--- src/rtl/mc_ctrl_pkg.sv ---
// Shared encodings for the multi-cycle MIPS control unit: states, datapath
// select codes, opcode/func constants and the instruction-class record.
package mc_ctrl_pkg;

  localparam logic [2:0] S_FETCH  = 3'd0;
  localparam logic [2:0] S_DECODE = 3'd1;
  localparam logic [2:0] S_EXEC   = 3'd2;
  localparam logic [2:0] S_MEM    = 3'd3;
  localparam logic [2:0] S_WB     = 3'd4;
  localparam logic [2:0] S_MDWAIT = 3'd5;
  localparam logic [2:0] S_ERR    = 3'd6;

  localparam logic [2:0] NPC_PC4 = 3'd0;
  localparam logic [2:0] NPC_BEQ = 3'd1;
  localparam logic [2:0] NPC_J   = 3'd2;
  localparam logic [2:0] NPC_JR  = 3'd3;

  localparam logic [3:0] ALU_ADD  = 4'd0;
  localparam logic [3:0] ALU_SUB  = 4'd1;
  localparam logic [3:0] ALU_OR   = 4'd2;
  localparam logic [3:0] ALU_SLT  = 4'd3;
  localparam logic [3:0] ALU_SLL  = 4'd4;
  localparam logic [3:0] ALU_SLTU = 4'd5;

  localparam logic [1:0] DM_WORD = 2'd0;
  localparam logic [1:0] DM_HALF = 2'd1;
  localparam logic [1:0] DM_BYTE = 2'd2;

  localparam logic EXT_ZERO   = 1'b0;
  localparam logic EXT_SIGNED = 1'b1;

  localparam logic [1:0] M1_RT  = 2'd0;
  localparam logic [1:0] M1_RD  = 2'd1;
  localparam logic [1:0] M1_R31 = 2'd2;

  localparam logic [2:0] M2_ALU = 3'd0;
  localparam logic [2:0] M2_DM  = 3'd1;
  localparam logic [2:0] M2_NPC = 3'd2;
  localparam logic [2:0] M2_LUI = 3'd3;
  localparam logic [2:0] M2_HI  = 3'd4;
  localparam logic [2:0] M2_LO  = 3'd5;

  localparam logic [1:0] M3_RT  = 2'd0;
  localparam logic [1:0] M3_EXT = 2'd1;

  localparam logic M4_RS    = 1'b0;
  localparam logic M4_SHAMT = 1'b1;

  localparam logic [5:0] OP_RTYPE = 6'h00;
  localparam logic [5:0] OP_J     = 6'h02;
  localparam logic [5:0] OP_JAL   = 6'h03;
  localparam logic [5:0] OP_BEQ   = 6'h04;
  localparam logic [5:0] OP_ORI   = 6'h0D;
  localparam logic [5:0] OP_LUI   = 6'h0F;
  localparam logic [5:0] OP_LB    = 6'h20;
  localparam logic [5:0] OP_LH    = 6'h21;
  localparam logic [5:0] OP_LW    = 6'h23;
  localparam logic [5:0] OP_LBU   = 6'h24;
  localparam logic [5:0] OP_LHU   = 6'h25;
  localparam logic [5:0] OP_SB    = 6'h28;
  localparam logic [5:0] OP_SH    = 6'h29;
  localparam logic [5:0] OP_SW    = 6'h2B;

  localparam logic [5:0] F_SLL   = 6'h00;
  localparam logic [5:0] F_JR    = 6'h08;
  localparam logic [5:0] F_MFHI  = 6'h10;
  localparam logic [5:0] F_MFLO  = 6'h12;
  localparam logic [5:0] F_MULT  = 6'h18;
  localparam logic [5:0] F_MULTU = 6'h19;
  localparam logic [5:0] F_DIV   = 6'h1A;
  localparam logic [5:0] F_DIVU  = 6'h1B;
  localparam logic [5:0] F_ADDU  = 6'h21;
  localparam logic [5:0] F_SUBU  = 6'h23;
  localparam logic [5:0] F_OR    = 6'h25;
  localparam logic [5:0] F_SLT   = 6'h2A;
  localparam logic [5:0] F_SLTU  = 6'h2B;

  typedef struct packed {
    logic addu, subu, or_r, slt, sltu, sll, jr;
    logic mfhi, mflo, md;
    logic ori, lui;
    logic lw, lh, lhu, lb, lbu;
    logic sw, sh, sb;
    logic beq, j, jal;
    logic unknown;
  } dec_t;

  function automatic logic is_load(input dec_t d);
    return d.lw | d.lh | d.lhu | d.lb | d.lbu;
  endfunction

  function automatic logic is_store(input dec_t d);
    return d.sw | d.sh | d.sb;
  endfunction

  function automatic logic [3:0] alu_sel(input dec_t d);
    if (d.subu | d.beq)     return ALU_SUB;
    else if (d.or_r | d.ori) return ALU_OR;
    else if (d.slt)          return ALU_SLT;
    else if (d.sltu)         return ALU_SLTU;
    else if (d.sll)          return ALU_SLL;
    else                     return ALU_ADD;
  endfunction

  function automatic logic [1:0] dm_sel(input dec_t d);
    if (d.lh | d.lhu | d.sh)      return DM_HALF;
    else if (d.lb | d.lbu | d.sb) return DM_BYTE;
    else                          return DM_WORD;
  endfunction

endpackage

--- src/rtl/mc_ctrl_fsm_decode.sv ---
// Combinational instruction-class decoder (op/func -> one-hot record).
// Mul/div encodings are recognised only when MC_CTRL_MULDIV_EN is defined.
module mc_decode
  import mc_ctrl_pkg::*;
(
  input  logic [5:0] op,
  input  logic [5:0] func,
  output dec_t       dec
);

  always_comb begin
    // NOTE: defaulting the whole record first keeps every branch latch-free.
    dec = '0;
    case (op)
      OP_RTYPE: begin
        case (func)
          F_ADDU: dec.addu = 1'b1;
          F_SUBU: dec.subu = 1'b1;
          F_OR:   dec.or_r = 1'b1;
          F_SLT:  dec.slt  = 1'b1;
          F_SLTU: dec.sltu = 1'b1;
          F_SLL:  dec.sll  = 1'b1;
          F_JR:   dec.jr   = 1'b1;
`ifdef MC_CTRL_MULDIV_EN
          F_MULT, F_MULTU, F_DIV, F_DIVU: dec.md = 1'b1;
          F_MFHI: dec.mfhi = 1'b1;
          F_MFLO: dec.mflo = 1'b1;
`endif
          default: dec.unknown = 1'b1;
        endcase
      end
      OP_ORI:  dec.ori = 1'b1;
      OP_LUI:  dec.lui = 1'b1;
      OP_LW:   dec.lw  = 1'b1;
      OP_LH:   dec.lh  = 1'b1;
      OP_LHU:  dec.lhu = 1'b1;
      OP_LB:   dec.lb  = 1'b1;
      OP_LBU:  dec.lbu = 1'b1;
      OP_SW:   dec.sw  = 1'b1;
      OP_SH:   dec.sh  = 1'b1;
      OP_SB:   dec.sb  = 1'b1;
      OP_BEQ:  dec.beq = 1'b1;
      OP_J:    dec.j   = 1'b1;
      OP_JAL:  dec.jal = 1'b1;
      default: dec.unknown = 1'b1;
    endcase
  end

endmodule

--- src/rtl/mc_ctrl_fsm.sv ---
// Multi-cycle MIPS control FSM: FETCH/DECODE/EXEC/MEM/WB sequencing, memory
// handshake with timeout, retired-instruction counter. Option: MC_CTRL_MULDIV_EN.
module mc_ctrl_fsm
  import mc_ctrl_pkg::*;
#(
  parameter int CNT_W    = 32,
  parameter int WAIT_MAX = 16
) (
  input  logic             clk,
  input  logic             reset,
  input  logic [5:0]       op,
  input  logic [5:0]       func,
  input  logic             zero,
  input  logic             mem_ready,
  input  logic             md_busy,
  output logic             ir_we,
  output logic             pc_we,
  output logic             rf_we,
  output logic             dm_wr,
  output logic             mem_req,
  output logic [2:0]       npc_op,
  output logic [3:0]       alu_op,
  output logic             ext_op,
  output logic [1:0]       dm_op,
  output logic             if_signed,
  output logic [1:0]       m1_sel,
  output logic [2:0]       m2_sel,
  output logic [1:0]       m3_sel,
  output logic             m4_sel,
  output logic             md_start,
  output logic [1:0]       md_op,
  output logic             illegal,
  output logic             err,
  output logic [CNT_W-1:0] instret,
  output logic [2:0]       state
);

  localparam int WC_W = $clog2(WAIT_MAX + 1);
  localparam logic [WC_W-1:0] WAIT_LAST = WC_W'(WAIT_MAX - 1);

  dec_t            d;
  logic [2:0]      state_nx;
  logic [WC_W-1:0] wait_cnt;
  logic            retire, md_busy_eff, mf_wait;
  logic            ir_we_r, rf_we_r, dm_wr_r, mem_req_r, md_start_r, illegal_r;
  logic [1:0]      md_op_r;

  mc_decode u_decode (.op(op), .func(func), .dec(d));

`ifdef MC_CTRL_MULDIV_EN
  assign md_busy_eff = md_busy;
  assign md_start    = md_start_r & ~reset;
  assign md_op       = md_op_r;
`else
  logic unused_md;
  assign unused_md   = ^{md_busy, md_start_r, md_op_r};
  assign md_busy_eff = 1'b0;
  assign md_start    = 1'b0;
  assign md_op       = 2'd0;
`endif

  assign mf_wait = (d.mfhi | d.mflo) & md_busy_eff;

  always_comb begin
    state_nx   = state;
    retire     = 1'b0;
    ir_we_r    = 1'b0;
    rf_we_r    = 1'b0;
    dm_wr_r    = 1'b0;
    mem_req_r  = 1'b0;
    md_start_r = 1'b0;
    md_op_r    = 2'd0;
    illegal_r  = 1'b0;
    npc_op     = NPC_PC4;
    alu_op     = ALU_ADD;
    ext_op     = EXT_ZERO;
    dm_op      = DM_WORD;
    if_signed  = 1'b0;
    m1_sel     = M1_RT;
    m2_sel     = M2_ALU;
    m3_sel     = M3_RT;
    m4_sel     = M4_RS;
    case (state)
      S_FETCH: begin
        ir_we_r  = 1'b1;
        state_nx = S_DECODE;
      end
      S_DECODE: begin
        if (d.j | d.jr | d.jal) begin
          retire = 1'b1;
          npc_op = d.jr ? NPC_JR : NPC_J;
          if (d.jal) begin
            rf_we_r = 1'b1;
            m1_sel  = M1_R31;
            m2_sel  = M2_NPC;
          end
        end else if (d.unknown) begin
          retire    = 1'b1;
          illegal_r = 1'b1;
        end else if (mf_wait) begin
          state_nx = S_MDWAIT;
        end else begin
          state_nx = S_EXEC;
        end
      end
      S_EXEC: begin
        alu_op = alu_sel(d);
        if (is_load(d) | is_store(d)) begin
          m3_sel   = M3_EXT;
          ext_op   = EXT_SIGNED;
          state_nx = S_MEM;
        end else if (d.beq) begin
          retire = 1'b1;
          npc_op = zero ? NPC_BEQ : NPC_PC4;
        end else if (d.md) begin
          md_start_r = 1'b1;
          md_op_r    = func[1:0];
          state_nx   = S_MDWAIT;
        end else begin
          if (d.ori) m3_sel = M3_EXT;
          if (d.sll) m4_sel = M4_SHAMT;
          state_nx = S_WB;
        end
      end
      S_MEM: begin
        mem_req_r = 1'b1;
        dm_wr_r   = is_store(d);
        dm_op     = dm_sel(d);
        if_signed = d.lb | d.lh;
        // A ready on the last allowed cycle still completes the access.
        if (mem_ready) begin
          if (is_store(d)) retire = 1'b1;
          else             state_nx = S_WB;
        end else if (wait_cnt == WAIT_LAST) begin
          state_nx = S_ERR;
        end
      end
      S_WB: begin
        retire  = 1'b1;
        rf_we_r = 1'b1;
        m1_sel  = (d.ori | d.lui | is_load(d)) ? M1_RT : M1_RD;
        if (is_load(d)) begin
          m2_sel    = M2_DM;
          dm_op     = dm_sel(d);
          if_signed = d.lb | d.lh;
        end else if (d.lui)  m2_sel = M2_LUI;
        else if (d.mfhi)     m2_sel = M2_HI;
        else if (d.mflo)     m2_sel = M2_LO;
      end
      S_MDWAIT: begin
        if (!md_busy_eff) begin
          if (d.md) retire = 1'b1;
          else      state_nx = S_EXEC;
        end
      end
      S_ERR:   state_nx = S_ERR;
      default: state_nx = S_FETCH;
    endcase
    if (retire) state_nx = S_FETCH;
  end

  assign ir_we   = ir_we_r   & ~reset;
  assign pc_we   = retire    & ~reset;
  assign rf_we   = rf_we_r   & ~reset;
  assign dm_wr   = dm_wr_r   & ~reset;
  assign mem_req = mem_req_r & ~reset;
  assign illegal = illegal_r & ~reset;

  // NOTE: state registers use non-blocking assignments so every flop samples pre-edge values.
  always_ff @(posedge clk) begin
    if (reset) begin
      state    <= S_FETCH;
      err      <= 1'b0;
      instret  <= '0;
      wait_cnt <= '0;
    end else begin
      state    <= state_nx;
      wait_cnt <= (state == S_MEM) ? wait_cnt + 1'b1 : '0;
      if (state_nx == S_ERR) err <= 1'b1;
      if (retire) instret <= instret + CNT_W'(1);
    end
  end

endmodule

--- config.mk ---
export PLATFORM = sky130hd
export DESIGN_NAME = mc_ctrl_fsm
export DESIGN_NICKNAME = d
export VERILOG_FILES = /design/src/rtl/mc_ctrl_pkg.sv /design/src/rtl/mc_ctrl_fsm_decode.sv /design/src/rtl/mc_ctrl_fsm.sv
export SDC_FILE = /design/constraint.sdc
export NUM_CORES = 1
export LEC_CHECK = 0
export ABC_AREA = 1
export ABC_CLOCK_PERIOD_IN_PS = 3000
export CELL_PAD_IN_SITES_DETAIL_PLACEMENT = 1
export CELL_PAD_IN_SITES_GLOBAL_PLACEMENT = 1
export CORE_AREA = 2 2 87 105
export DETAILED_ROUTE_END_ITERATION = 8
export DIE_AREA = 0 0 89 107
export PLACE_DENSITY = 0.81
export RECOVER_POWER = 25
export SLEW_MARGIN = 20
export SYNTH_ARGS = -nofsm -noshare
export SYNTH_HDL_FRONTEND = slang
export SYNTH_SLANG_ARGS = --single-unit
--- constraint.sdc ---
create_clock -name clk -period 3 [get_ports clk]
set_input_delay 0.45 -clock clk [delete_from_list [all_inputs] [get_ports clk]]
set_output_delay 0.45 -clock clk [all_outputs]
set_load 0.005 [all_outputs]
Word level (Yosys, flattened, before mapping)

Cells that the tools add are included.
Widths: inputs -> output; s select.

Memories kept: 0
Word-level logic and storage cells: 148
RAM bits: 0
Latch bits: 0
ROM bits: 0
Output and inout bits: 64
Register bits after elaboration: 41
Input bits: 17

Muxes and demuxes: 83
Divide/modulo/power cells: 0
Bitwise operators: 26
Add/sub/neg operators: 2
Reduce and logical (&&, ||, !) cells: 6
Eq/ne operators: 27
$mul: 0
Shift-type cells: 0
$lt $le $gt $ge: 0

Operators by type and width:

| cell                  | number |
|---|---|
| $eq 6x6->1 const B    | 13 |
| $mux 1                | 49 |
| $mux 3                | 13 |
| $add 32x1->32 const B | 1 |
| $pmux 3 s7            | 1 |
| $mux 2                | 10 |
| $eq 6x4->1 const B    | 3 |
| $or 1x1->1            | 18 |
| $reduce_or 13->1      | 1 |
| $eq 3x3->1 const B    | 4 |
| $eq 6x2->1 const B    | 2 |
| $logic_not 6->1       | 2 |
| $pmux 2 s2            | 3 |
| $reduce_or 7->1       | 1 |
| $and 1x1->1           | 6 |
| $eq 3x2->1 const B    | 2 |
| $eq 6x3->1 const B    | 1 |
| $mux 6                | 1 |
| $pmux 1 s2            | 3 |
| $pmux 3 s2            | 1 |
| $add 5x1->5 const B   | 1 |
| $eq 5x4->1 const B    | 1 |
| $mux 4                | 1 |
| $pmux 1 s4            | 1 |
| 4 further kinds       | 5 |

Longest topological paths before layout

Depth in word-level cells: 11
Depth in mapped cells: 13
Depth with buffers taken out: 12

Modules after synthesis

From an unflattened synthesis, not the netlist that was laid out.

Cells, all modules: 574
Area total of the unflattened synthesis: 3,313.2 um2

By module, submodules not included:

| module      | times used | cells each | seq. area each (um2) | area each (um2) |
|---|---|---|---|---|
| mc_ctrl_fsm | 1          | 484        | 820.8                | 2,882.8 |
| mc_decode   | 1          | 90         | 0.0                  | 430.4 |

Worst setup path after synthesis

Ideal clock, no wire load.

Kind: input-to-output
Start point: input func[5]
End point: output pc_we
Arrival time: 1,429 ps
Slack: 1,121 ps
Required time: 2,550 ps
Stages on the path: 9
Path buffers: 0
Cells stage by stage: inv_1 > nor2_1 > inv_1 > nor2_1 > nor2_1 > nand3_1 > nand3_2 > a21oi_2 > nor2_1

Word-level cells in the longest chain between the ends: 8
Elaborated cells on any way between the ends: 18
Classes of those cells: 6 x eq/ne; 7 x mux; 3 x bitwise; 2 x reduce/logical

Ends and longest elaborated chain:

| item                                                              | RTL line                                           | RTL |
|---|---|---|
| start, declared                                                   | mc_ctrl_fsm.sv:12                                  | `input logic [5:0] func,` |
| $eq 6x6->1 (tied with other cells)                                | --                                                 |  |
| $reduce_or 7->1 (no source line) / $mux 1 (equally long branches) | --                                                 |  |
| $mux 1 / $mux 6 (equally long branches)                           | mc_ctrl_fsm_decode.sv:16, mc_ctrl_fsm_decode.sv:14 |  |
| $pmux 1 s2 / $or 1x1->1 (equally long branches)                   | mc_ctrl_fsm_decode.sv:14, mc_ctrl_fsm.sv:89        |  |
| $mux 1 / $or 1x1->1 (equally long branches)                       | mc_ctrl_fsm.sv:97, mc_ctrl_fsm.sv:89               |  |
| $mux 1 (*)                                                        | mc_ctrl_fsm.sv:89                                  | `if (d.j \| d.jr \| d.jal) begin` |
| $pmux 1 s4 (*)                                                    | mc_ctrl_fsm.sv:83                                  | `case (state)` |
| $and 1x1->1 (*)                                                   | mc_ctrl_fsm.sv:163                                 | `assign pc_we = retire & ~reset;` |
| end, declared                                                     | mc_ctrl_fsm.sv:17                                  | `output logic pc_we,` |

Mark *: on every way between the ends. The rest lies on a longest branch, timed or not.

Final worst setup path

Start point: input op[4]
End point: output pc_we

Word-level cells in the longest chain between the ends: 10
Elaborated cells on any way between the ends: 45
Classes of those cells: 13 x eq/ne; 20 x mux; 10 x bitwise; 2 x reduce/logical

Ends and longest elaborated chain:

| item                    | RTL line                 | RTL |
|---|---|---|
| start, declared         | mc_ctrl_fsm.sv:11        | `input logic [5:0] op,` |
| $eq 6x6->1              | mc_ctrl_fsm_decode.sv:14 | `case (op)` |
| $mux 1                  | mc_ctrl_fsm_decode.sv:14 |  |
| $or 1x1->1 (4 in a row) | mc_ctrl_pkg.sv:89        | `return d.lw \| d.lh \| d.lhu \| d.lb \| d.lbu;` |
| $or 1x1->1              | mc_ctrl_fsm.sv:108       | `if (is_load(d) \| is_store(d)) begin` |
| $mux 1                  | mc_ctrl_fsm.sv:108       |  |
| $pmux 1 s4 (*)          | mc_ctrl_fsm.sv:83        |  |
| $and 1x1->1 (*)         | mc_ctrl_fsm.sv:163       |  |

Marked as above.

==> impl_results.md <==
* Status: complete, no violations
* Sequential area share after synthesis at between 20 and 30%
* Commonest non-fill, non-tap cells in the layout: nand2_1 (109), nor2_1 (65), nand3_1 (60)
* Worst-Skew Late Latency at 310 ps
* Total power at 1357 µW
* # IOs at 81
* DR DRC count at 0
* Post-route cell area at 3991 µm²
* CORE AREA at approximately 8500 µm²
* P_leak at 0.001609 µW
* Initial antenna violation count at 0
* MaxCap Viol Count at 0
* Final hold slack at between 400 and 500 ps
* Fillers at 1149
* Hold Vio Cnt, Final at 0
* # diodes at 0
* Post-synth top area cell: dfxtp_1
* CTS tree: done
* Clock transition at path regs at 80 ps
* Crit path time final at around 2800 ps
* Arrival @ worst endpoint at approximately 2400 ps
* Post-Syn Area at 2977 µm²
* Final setup violation count at 0
* Initial DRC count at 139
* Gr ovfl total at 0
* Largest cells by area after synthesis: dfxtp_1 (28%), nand2_1 (14%), nand3_1 (10%)
* Post-synth ARST share at 0%
* R2r endpoint: instret[24]$_SDFFE_PP0N_
* Vias in the first global route at 3424
* Max-slew violations at 0
* Synth Instances at 480
* Num rows at 37
* Worst Hold End: wait_cnt[0]$_SDFF_PN0_
* Most common cell after layout, fill and taps aside: nand2_1
* Drt first pass iters at 4
* Synthesized flop and latch total at 41
* Total GRT Usage at 21.61%
* Worst Path Required at 2550 ps
* Syn. warnings at 0
* EDFF count, synth at 0
* Net count, final at around 580
* Crit path max fanout at 4
* Die height at 107 µm
* Cell depth of the worst hold path at 1
* Die area at 9523 µm²
* Primary FF master, synth: dfxtp_1
* Hold_sp: wait_cnt[0]$_SDFF_PN0_
* RSZ-0062 raised after global routing: yes
* GP Congestion at 0.9214
* Pwr/cell area at 339.9 nW/µm²
* Root buffer cell: clkbuf_8
* WL/cell at 14.76 µm
* CTS Sinks at 41
* Max Root-Sink Buffers at 2
* Global-route wire length before repair at 16.09 mm
* DP Area at 3810 µm²
* Flop2flop setup slack at 820 ps
* Setup bufs post-CTS at 0
* Placed insts at 666
* Final Non-Filler Cells at 674
* H-tree depth at 2
* Final core occ at 46.86%
* Layout cells sized above 1 at under 10%
* Fmax at between 300 and 400 MHz
* Port Buf Inserts at slightly above 70
* Starting Density at between 30% and 40%
* Final worst-path cycle share at 94.74%
* DRT antenna net count at 0
* Setup CP Type: in -> out
* Via count at 3388
* DP HPWL at a little over 8 mm
* Mapped Avg Cell Area at 6.201 µm²
* Post-Route WL at ~9.9 mm
* Drt via density at 5.027
* Yosys top cell area share at 27.57%
* Skew final at 7.308 ps
* Syn-to-layout area delta at 34.09%
* Max rail drop VDD at ~0.16 mV
* HP Class: reg -> reg
* Multi-input logic area at 1886 µm²
* Seq. cell area at 820.8 µm²
* Synth unique cells at 32
* CTS buffer count at 5
* Reg-to-reg startpoint: instret[0]$_SDFFE_PP0N_
* Pin count of the biggest net entering global routing at 33
* Crit start category: input port
* Number of cells on the worst reg-to-reg path at 8
* Crit end category: output port
* Die span in x at 89 µm
worst max path at each step:
stage / start / endpoint / slack, ps
after floorplan: func[5] / pc_we / 1120
after global placement: op[1] / illegal / 50
after detailed placement: op[1] / illegal / 50
after CTS: op[1] / illegal / 40
after global routing: op[5] / pc_we / -30
final: op[4] / pc_we / 160
power breakdown:
group,switching (µW),total [µW],internal [µW]
Combinational,157,248,91.1
Sequential,13.1,566,553
Clock,212,543,331
Total,382,1360,975
area by class of cell:
| class | count | share of cell area (%) |
|---|---|---|
| Multi-Input combinational cell | 374 | 47.24 |
| Sequential cell | 41 | 20.56 |
| Timing Repair Buffer | 83 | 20.38 |
| Clock inverter | 3 | 1.630 |
| Clock buffer | 5 | 1.724 |
| Tap cell | 117 | 3.668 |
| Inverter | 51 | 4.796 |
sequential cells by signal (all words and copies together), names as in the netlist:
register,flops
instret,32
wait_cnt,5
state,3
err,1
cells in the mapped netlist (2+ instances only):
library cell  count
a21oi_1          38
buf_2             3
buf_4            10
buf_6             3
clkbuf_1          4
dfxtp_1          41
ha_1              3
inv_1            47
inv_2             4
nand2_1         109
nand2_4           2
nand3_1          62
nand3_2           2
nand4_1           7
nor2_1           69
nor2_2            5
nor3_1           24
o21ai_0           5
xnor2_1           9
xor2_1           21
repair_timing:
item,4_1_cts,5_1_grt
hold buffers,0,0
gates resized for setup,0,13
endpoints found under the setup margin,0,4
stage by stage:
step / setup slack (ps) / TNS (ps)
2_1_floorplan: 1121 / 0
3_3_place_gp: 46.15 / 0
3_5_place_dp: 45.21 / 0
4_1_cts: 37.00 / 0
5_1_grt: -33.25 / -43.79
6_report: 157.8 / 0
worst max-delay path: stages:
cell and delay [ps]:
clkdlybuf4s50_1 490, inv_1 90, nand2_1 70, nor2_1 190
o21ai_2 120, inv_1 110, nand3_1 70, nand3_1 160
a21oi_2 60, nor2_1 80, clkdlybuf4s50_1 500
cell families after synthesis:
logic type / after synthesis / synth area share (%)
DFF: 41 / 27.57
buffers and inverters: 71 / 11.10
other: 1 / 0.1260
adders and majority gates: 3 / 1.261
xor gates and xnor gates: 30 / 8.828
and+or+nand+nor: 286 / 42.46
AOI/OAI and AO/OA: 48 / 8.659
metal layers:
layer  vias to the layer above  global-route usage [%]  wire (µm)
met5                         -                       0          0
met4                         0                   9.488        303
met3                        20                   3.618        359
met2                        80                   39.66       5340
met1                      1599                   23.72       3942
li1                       1689                       -          -
Note: power is estimated with default switching activity, not from simulation.
